==> config.mk <==
export PLATFORM = sky130hd
export DESIGN_NAME = stage_f
export DESIGN_NICKNAME = d
export VERILOG_FILES = /design/src/rtl/combi_pkg.sv /design/src/rtl/fetch_ctrl.sv /design/src/rtl/stage_f.sv
export SDC_FILE = /design/constraint.sdc
export NUM_CORES = 1
export LEC_CHECK = 0
export CORE_MARGIN = 8
export CORE_UTILIZATION = 42
export CTS_CLUSTER_SIZE = 14
export DETAILED_ROUTE_END_ITERATION = 6
export PLACE_DENSITY_LB_ADDON = 0.3
export SETUP_SLACK_MARGIN = 0.5
export SLEW_MARGIN = 20
export SYNTH_ARGS = -nofsm -noshare
export SYNTH_HDL_FRONTEND = slang
export SYNTH_SLANG_ARGS = --single-unit
export TNS_END_PERCENT = 50
==> constraint.sdc <==
create_clock -name clk -period 3.1 [get_ports clk]
set_input_delay 0.62 -clock clk [delete_from_list [all_inputs] [get_ports clk]]
set_output_delay 0.62 -clock clk [all_outputs]
set_load 0.005 [all_outputs]
==> src/rtl/combi_pkg.sv <==
// Shared types and constants for the combined ARM/RISC-V pipeline.
// The fetch FSM state encoding and the per-ISA NOP words live here.
package combi_pkg;

   typedef enum logic [1:0] {
      REQ  = 2'd0,   // request pending toward instruction memory
      WAIT = 2'd1,   // granted, response outstanding
      HOLD = 2'd2    // response buffered while fetch is stalled
   } fetch_state_e;

   localparam logic [31:0] NOP_ARM = 32'hE1A0_0000;  // MOV r0,r0
   localparam logic [31:0] NOP_RV  = 32'h0000_0013;  // ADDI x0,x0,0

endpackage

==> src/rtl/fetch_ctrl.sv <==
// Fetch request controller: single-outstanding imem handshake, response
// drop after redirect, and a one-word buffer for responses that arrive
// while fetch is stalled.
module fetch_ctrl
   import combi_pkg::*;
(
   input  logic        clk,
   input  logic        rst,
   input  logic        StallF,
   input  logic        redir,
   input  logic [31:0] pcf,
   input  logic [31:0] pcf_plus4,
   input  logic        imem_gnt,
   input  logic        imem_rvalid,
   input  logic [31:0] imem_rdata,
   output logic        imem_req,
   output logic [31:0] imem_addr,
   output logic        avail,
   output logic        advance,
   output logic [31:0] instr_now
);

   fetch_state_e state, state_nx;
   logic         drop, drop_nx;
   logic [31:0]  buf_q, buf_nx;

   // state, drop flag and hold buffer registers
   always_ff @(posedge clk) begin
      if (rst) begin
         state <= REQ;
         drop  <= 1'b0;
         buf_q <= 32'h0;
      end else begin
         state <= state_nx;
         drop  <= drop_nx;
         buf_q <= buf_nx;
      end
   end

   // next state: a redirect discards whatever is in flight or buffered;
   // a response still outstanding at redirect is marked to be dropped
   always_comb begin
      state_nx = state;
      drop_nx  = drop;
      buf_nx   = buf_q;
      case (state)
         REQ: begin
            // a grant in the redirect cycle carries the stale PC
            if (imem_gnt) begin
               state_nx = WAIT;
               drop_nx  = redir;
            end
         end
         WAIT: begin
            if (imem_rvalid) begin
               drop_nx = 1'b0;
               if (drop || redir) begin
                  state_nx = REQ;
               end else if (StallF) begin
                  buf_nx   = imem_rdata;
                  state_nx = HOLD;
               end else begin
                  state_nx = imem_gnt ? WAIT : REQ;
               end
            end else if (redir) begin
               drop_nx = 1'b1;
            end
         end
         HOLD: begin
            if (redir)
               state_nx = REQ;
            else if (!StallF)
               state_nx = imem_gnt ? WAIT : REQ;
         end
         default: state_nx = REQ;
      endcase
   end

   // outputs: availability, advance, and request with back-to-back issue
   always_comb begin
      avail     = ((state == WAIT) && imem_rvalid && !drop) || (state == HOLD);
      advance   = avail && !StallF && !redir;
      instr_now = (state == HOLD) ? buf_q : imem_rdata;
      imem_req  = 1'b0;
      imem_addr = pcf;
      if (state == REQ) begin
         imem_req  = 1'b1;
         imem_addr = pcf;
      end else if (advance) begin
         // next word is requested in the same cycle the current one retires
         imem_req  = 1'b1;
         imem_addr = pcf_plus4;
      end
   end

endmodule

==> src/rtl/stage_f.sv <==
// Fetch stage: fetch PC register, redirect mux, and the F->D instruction
// register RDD. Memory handshake lives in fetch_ctrl.
// Build option STAGE_F_ARM_EN: enables the writeback (PCSrcW/ResultW)
// redirect and ARM NOP selection; undefined gives a RISC-V-only fetch.
module stage_f
   import combi_pkg::*;
#(
   parameter logic [31:0] RESET_PC = 32'h0000_0000
) (
   input  logic        clk,
   input  logic        rst,
   input  logic        arm,
   input  logic        StallF,
   input  logic        StallD,
   input  logic        FlushD,
   input  logic        PCSrcE,
   input  logic [31:0] PCTargetE,
   input  logic        PCSrcW,
   input  logic [31:0] ResultW,
   output logic        imem_req,
   output logic [31:0] imem_addr,
   input  logic        imem_gnt,
   input  logic        imem_rvalid,
   input  logic [31:0] imem_rdata,
   output logic [31:0] PCF,
   output logic [31:0] PCPlus4F,
   output logic [31:0] RDD,
   output logic        FetchBusyF
);

   logic        redir;
   logic [31:0] target;
   logic [31:0] nop;
   logic        avail;
   logic        advance;
   logic [31:0] instr_now;

`ifdef STAGE_F_ARM_EN
   // writeback holds the older instruction, so it wins over execute
   assign redir  = PCSrcW | PCSrcE;
   assign target = PCSrcW ? ResultW : PCTargetE;
   assign nop    = arm ? NOP_ARM : NOP_RV;
`else
   logic unused_arm_path;
   assign unused_arm_path = ^{arm, PCSrcW, ResultW};
   assign redir  = PCSrcE;
   assign target = PCTargetE;
   assign nop    = NOP_RV;
`endif

   assign PCPlus4F   = PCF + 32'd4;
   assign FetchBusyF = !avail;

   fetch_ctrl u_ctrl (
      .clk         (clk),
      .rst         (rst),
      .StallF      (StallF),
      .redir       (redir),
      .pcf         (PCF),
      .pcf_plus4   (PCPlus4F),
      .imem_gnt    (imem_gnt),
      .imem_rvalid (imem_rvalid),
      .imem_rdata  (imem_rdata),
      .imem_req    (imem_req),
      .imem_addr   (imem_addr),
      .avail       (avail),
      .advance     (advance),
      .instr_now   (instr_now)
   );

   // fetch PC: redirect overrides a stall; otherwise step on each retire
   always_ff @(posedge clk) begin
      if (rst)
         PCF <= RESET_PC;
      else if (redir)
         PCF <= target;
      else if (advance)
         PCF <= PCPlus4F;
   end

   // F->D instruction register: bubble when nothing valid or redirecting
   always_ff @(posedge clk) begin
      if (rst || FlushD)
         RDD <= nop;
      else if (!StallD)
         RDD <= (avail && !redir) ? instr_now : nop;
   end

endmodule
==> flow_metrics.env <==
export IMPL_dieWidth_um=126.1
export IMPL_p_comb_share_pct=19.2
export IMPL_drt_pass1_iter_count=7
export IMPL_synthCells=630
export IMPL_hp_class="reg -> reg"
export IMPL_htreeDepth=3
export IMPL_multi_input_area_mm2=0.003172
export IMPL_synth_largest_area_cell="dfxtp_1"
export IMPL_report_final_slew_viol_count=0
export IMPL_clock_path_buffers=2
export IMPL_seqCellArea_mm2=0.002031
export IMPL_numCtsBuffers=9
export IMPL_synth_edf_count=0
export IMPL_p_sw_uw=834.2
export IMPL_synth_flop_cell="dfxtp_1"
export IMPL_final_cell_mix="clkdlybuf4s50_1, nand2_1, buf_4"
export IMPL_p_leak_nw=3.916
export IMPL_die_y_um=126.1
export IMPL_layout_drive_gt1_share_pct=26.82
export IMPL_final_common_cell="clkdlybuf4s50_1"
export IMPL_finalPower_mw=3.117
export IMPL_finalSetupTns_ns=0
export IMPL_drc=0
export IMPL_hpwl_um=12830
export IMPL_vias=5674
export IMPL_finalCriticalPeriod_ns=2.898
export IMPL_setup_viol=0
export IMPL_cp_buffers_inverters=4
export IMPL_grt_pass1_wl_um=30030
export IMPL_clkLatencyLatePin_ns=0.35
export IMPL_finalHoldViolations=0
export IMPL_path_class="reg -> out"
export IMPL_placed_cells=976
export IMPL_grt_overflow=0
export IMPL_ant_nets=0
export IMPL_fin_util_pct=71.46
export IMPL_postSynth_asyncResetShare_pct=0
export IMPL_finalNetCount=994
export IMPL_gp_congestion=0.8676
export IMPL_fin_cells=1038
export IMPL_cts_tree="done"
export IMPL_finalCritPeriodShare_pct=93.48
export IMPL_boundaryPins=236
export IMPL_fillers=871
export IMPL_cp_data_arrival_time_ns=2.28
export IMPL_area_growth_synth_to_final_pct=67.11
export IMPL_ys_warnings_count=0
export IMPL_status="finished clean"
export IMPL_insertedDiodeCount=0
export IMPL_ff2ff_setup_slack_ns=1.00
export IMPL_power_density_mw_per_mm2=366.2
export IMPL_internal_power_mw=2.283
export IMPL_crit_path_start_kind="flip-flop"
export IMPL_rsz0062_at_grt="true"
export IMPL_ys_ff_latch=99
export IMPL_wire_per_inst_um=19.70
export IMPL_fp_row_count=40
export IMPL_placed_area_mm2=0.007442
export IMPL_seq_power_share_pct=43.7
export IMPL_coreArea_mm2=0.01191
export IMPL_path_max_fanout=4
export IMPL_cp_top_family="simple AND/OR/NAND/NOR gates"
export IMPL_finalClockSkew_ns=0.007445
export IMPL_synth_distinct_cells=52
export IMPL_worst_setup_path_end_kind="output port"
export IMPL_clkPwrFrac_pct=37.1
export IMPL_max_stage_delay_ns=0.57
export IMPL_relSlewSlack_pct=28.64
export IMPL_syn_cell_area_mm2=0.005094
export IMPL_synth_top_cell_area_share_pct=38.91
export IMPL_clkTransAtPathRegs_ns=0.07
export IMPL_crit_slowest_cell="or4_4"
export IMPL_worst_pin_slew_ns=1.070
export IMPL_viasPerCell=5.466
export IMPL_synth_area_per_cell_um2=8.085
export IMPL_synth_area_leaders="dfxtp_1, nand2_1, mux2i_1"
export IMPL_peakVddDrop_v=0.0002871
export IMPL_fin_ws_ns=0.2020
export IMPL_required_ns=2.48
export IMPL_cpMostUsedCell="buf_6"
export IMPL_yosysSeqAreaShare_pct=38.91
export IMPL_timing_hold_ws_ns=0.4538
export IMPL_grt_pass1_vias=5686
export IMPL_antenna_found_initial=0
export IMPL_grt_use_total_pct=23.33
export IMPL_clockRootBuffer="clkbuf_16"
export IMPL_drt_wl_total_um=20450
export IMPL_initialDrtViolationCount=460
export IMPL_max_freq_mhz=345.1
export IMPL_dpl_worst_slack_ns=-0.4692
export IMPL_synthesis_nets=737
export IMPL_crit_chain="inv_2 -> or4_4 -> buf_6 -> buf_6 -> and4bb_1 -> xor2_1 -> buf_2"
export IMPL_finalInstanceArea_mm2=0.008512
export IMPL_p_sw_share_pct=26.76
export IMPL_cts_sinks=99
export IMPL_initial_core_util_pct=42.76
export IMPL_fp_dieArea_mm2=0.01591
export IMPL_cap_viol_max_count=0
export IMPL_portBuffers=201
export IMPL_grt_max_degree=59
## per-layer routing
layer	GRT usage, %	wire [um]
met1	24.79	7664
met3	7.890	2008
met4	11.68	698
met5	0	0
met2	40.53	10080
## sequential cells by signal, indices dropped and copies added (netlist names)
| signal | cells |
|---|---|
| PCF | 32 |
| RDD | 32 |
| u_ctrl.buf_q | 32 |
| u_ctrl.state | 2 |
| u_ctrl.drop | 1 |
## cells in the mapped netlist, drive strengths merged (4+ instances only)
| master | number |
|---|---|
| nand3 | 9 |
| nor4 | 7 |
| dfxtp | 99 |
| buf | 16 |
| o211ai | 4 |
| o21ai | 5 |
| a21oi | 61 |
| or2 | 4 |
| o21a | 22 |
| nand2 | 95 |
| nand4 | 13 |
| mux2i | 31 |
| xnor2 | 26 |
| xor2 | 29 |
| clkbuf | 38 |
| a2bb2oi | 29 |
| and3 | 9 |
| nor2b | 4 |
| nor3 | 10 |
| inv | 27 |
| or3 | 5 |
| nor2 | 59 |
## path summary, 6_finish.rpt
check | from | to | cells past startpoint
worst max-delay path | PCF[17]$_SDFF_PP0_ | imem_addr[31] | 7
worst min-delay path | u_ctrl.buf_q[11]$_SDFFE_PP0P_ | u_ctrl.buf_q[11]$_SDFFE_PP0P_ | 2
worst max register to register | PCF[2]$_SDFF_PP0_ | PCF[22]$_SDFF_PP0_ | 10
worst min register to register | u_ctrl.buf_q[11]$_SDFFE_PP0P_ | u_ctrl.buf_q[11]$_SDFFE_PP0P_ | 2
## power groups by stage
| stage | Combinational (mW) | Clock (mW) | Sequential, mW |
|---|---|---|---|
| final | 0.598 | 1.16 | 1.36 |
| after global routing | 0.637 | 1.24 | 1.37 |
| after CTS | 0.576 | 1.16 | 1.35 |
| after detailed placement | 0.567 | 0 | 1.38 |
| after global placement | 0.557 | 0 | 1.38 |
| after floorplan | 0.215 | 0 | 1.38 |
## cell families after synthesis
group           count (synthesis)  synth area share (%)
fa+ha+maj                       1                0.2456
flops                          99                 38.91
xor+xnor                       55                 9.457
simple gates                  228                 21.03
mux                            32                 6.313
buf+inv                        82                 6.829
compound gates                133                 17.22
## worst register-to-register path: stages, from the launching register on
cell,delay [ns]
dfxtp_2,0.36
ha_4,0.17
and3_4,0.21
nand4_1,0.13
buf_6,0.17
buf_4,0.14
nor4_4,0.26
xor2_1,0.13
buf_4,0.15
buf_4,0.12
o21a_1,0.16
## timing repair
action,in CTS,in global routing
pin swaps,39,27
setup buffers,27,18
gates cloned,2,0
endpoints found under the setup margin,55,55
hold buffers,0,0
resized for setup,212,69
## final cells by class
type,count,share of cell area [%]
clock inverter,6,0.8379
multi-input combinational,449,37.26
inverter,28,1.235
clock buffer,9,2.646
timing repair buffer,300,32.00
sequential,99,23.86
tap,147,2.161
No activity file was read; power rests on OpenSTA's default activity.
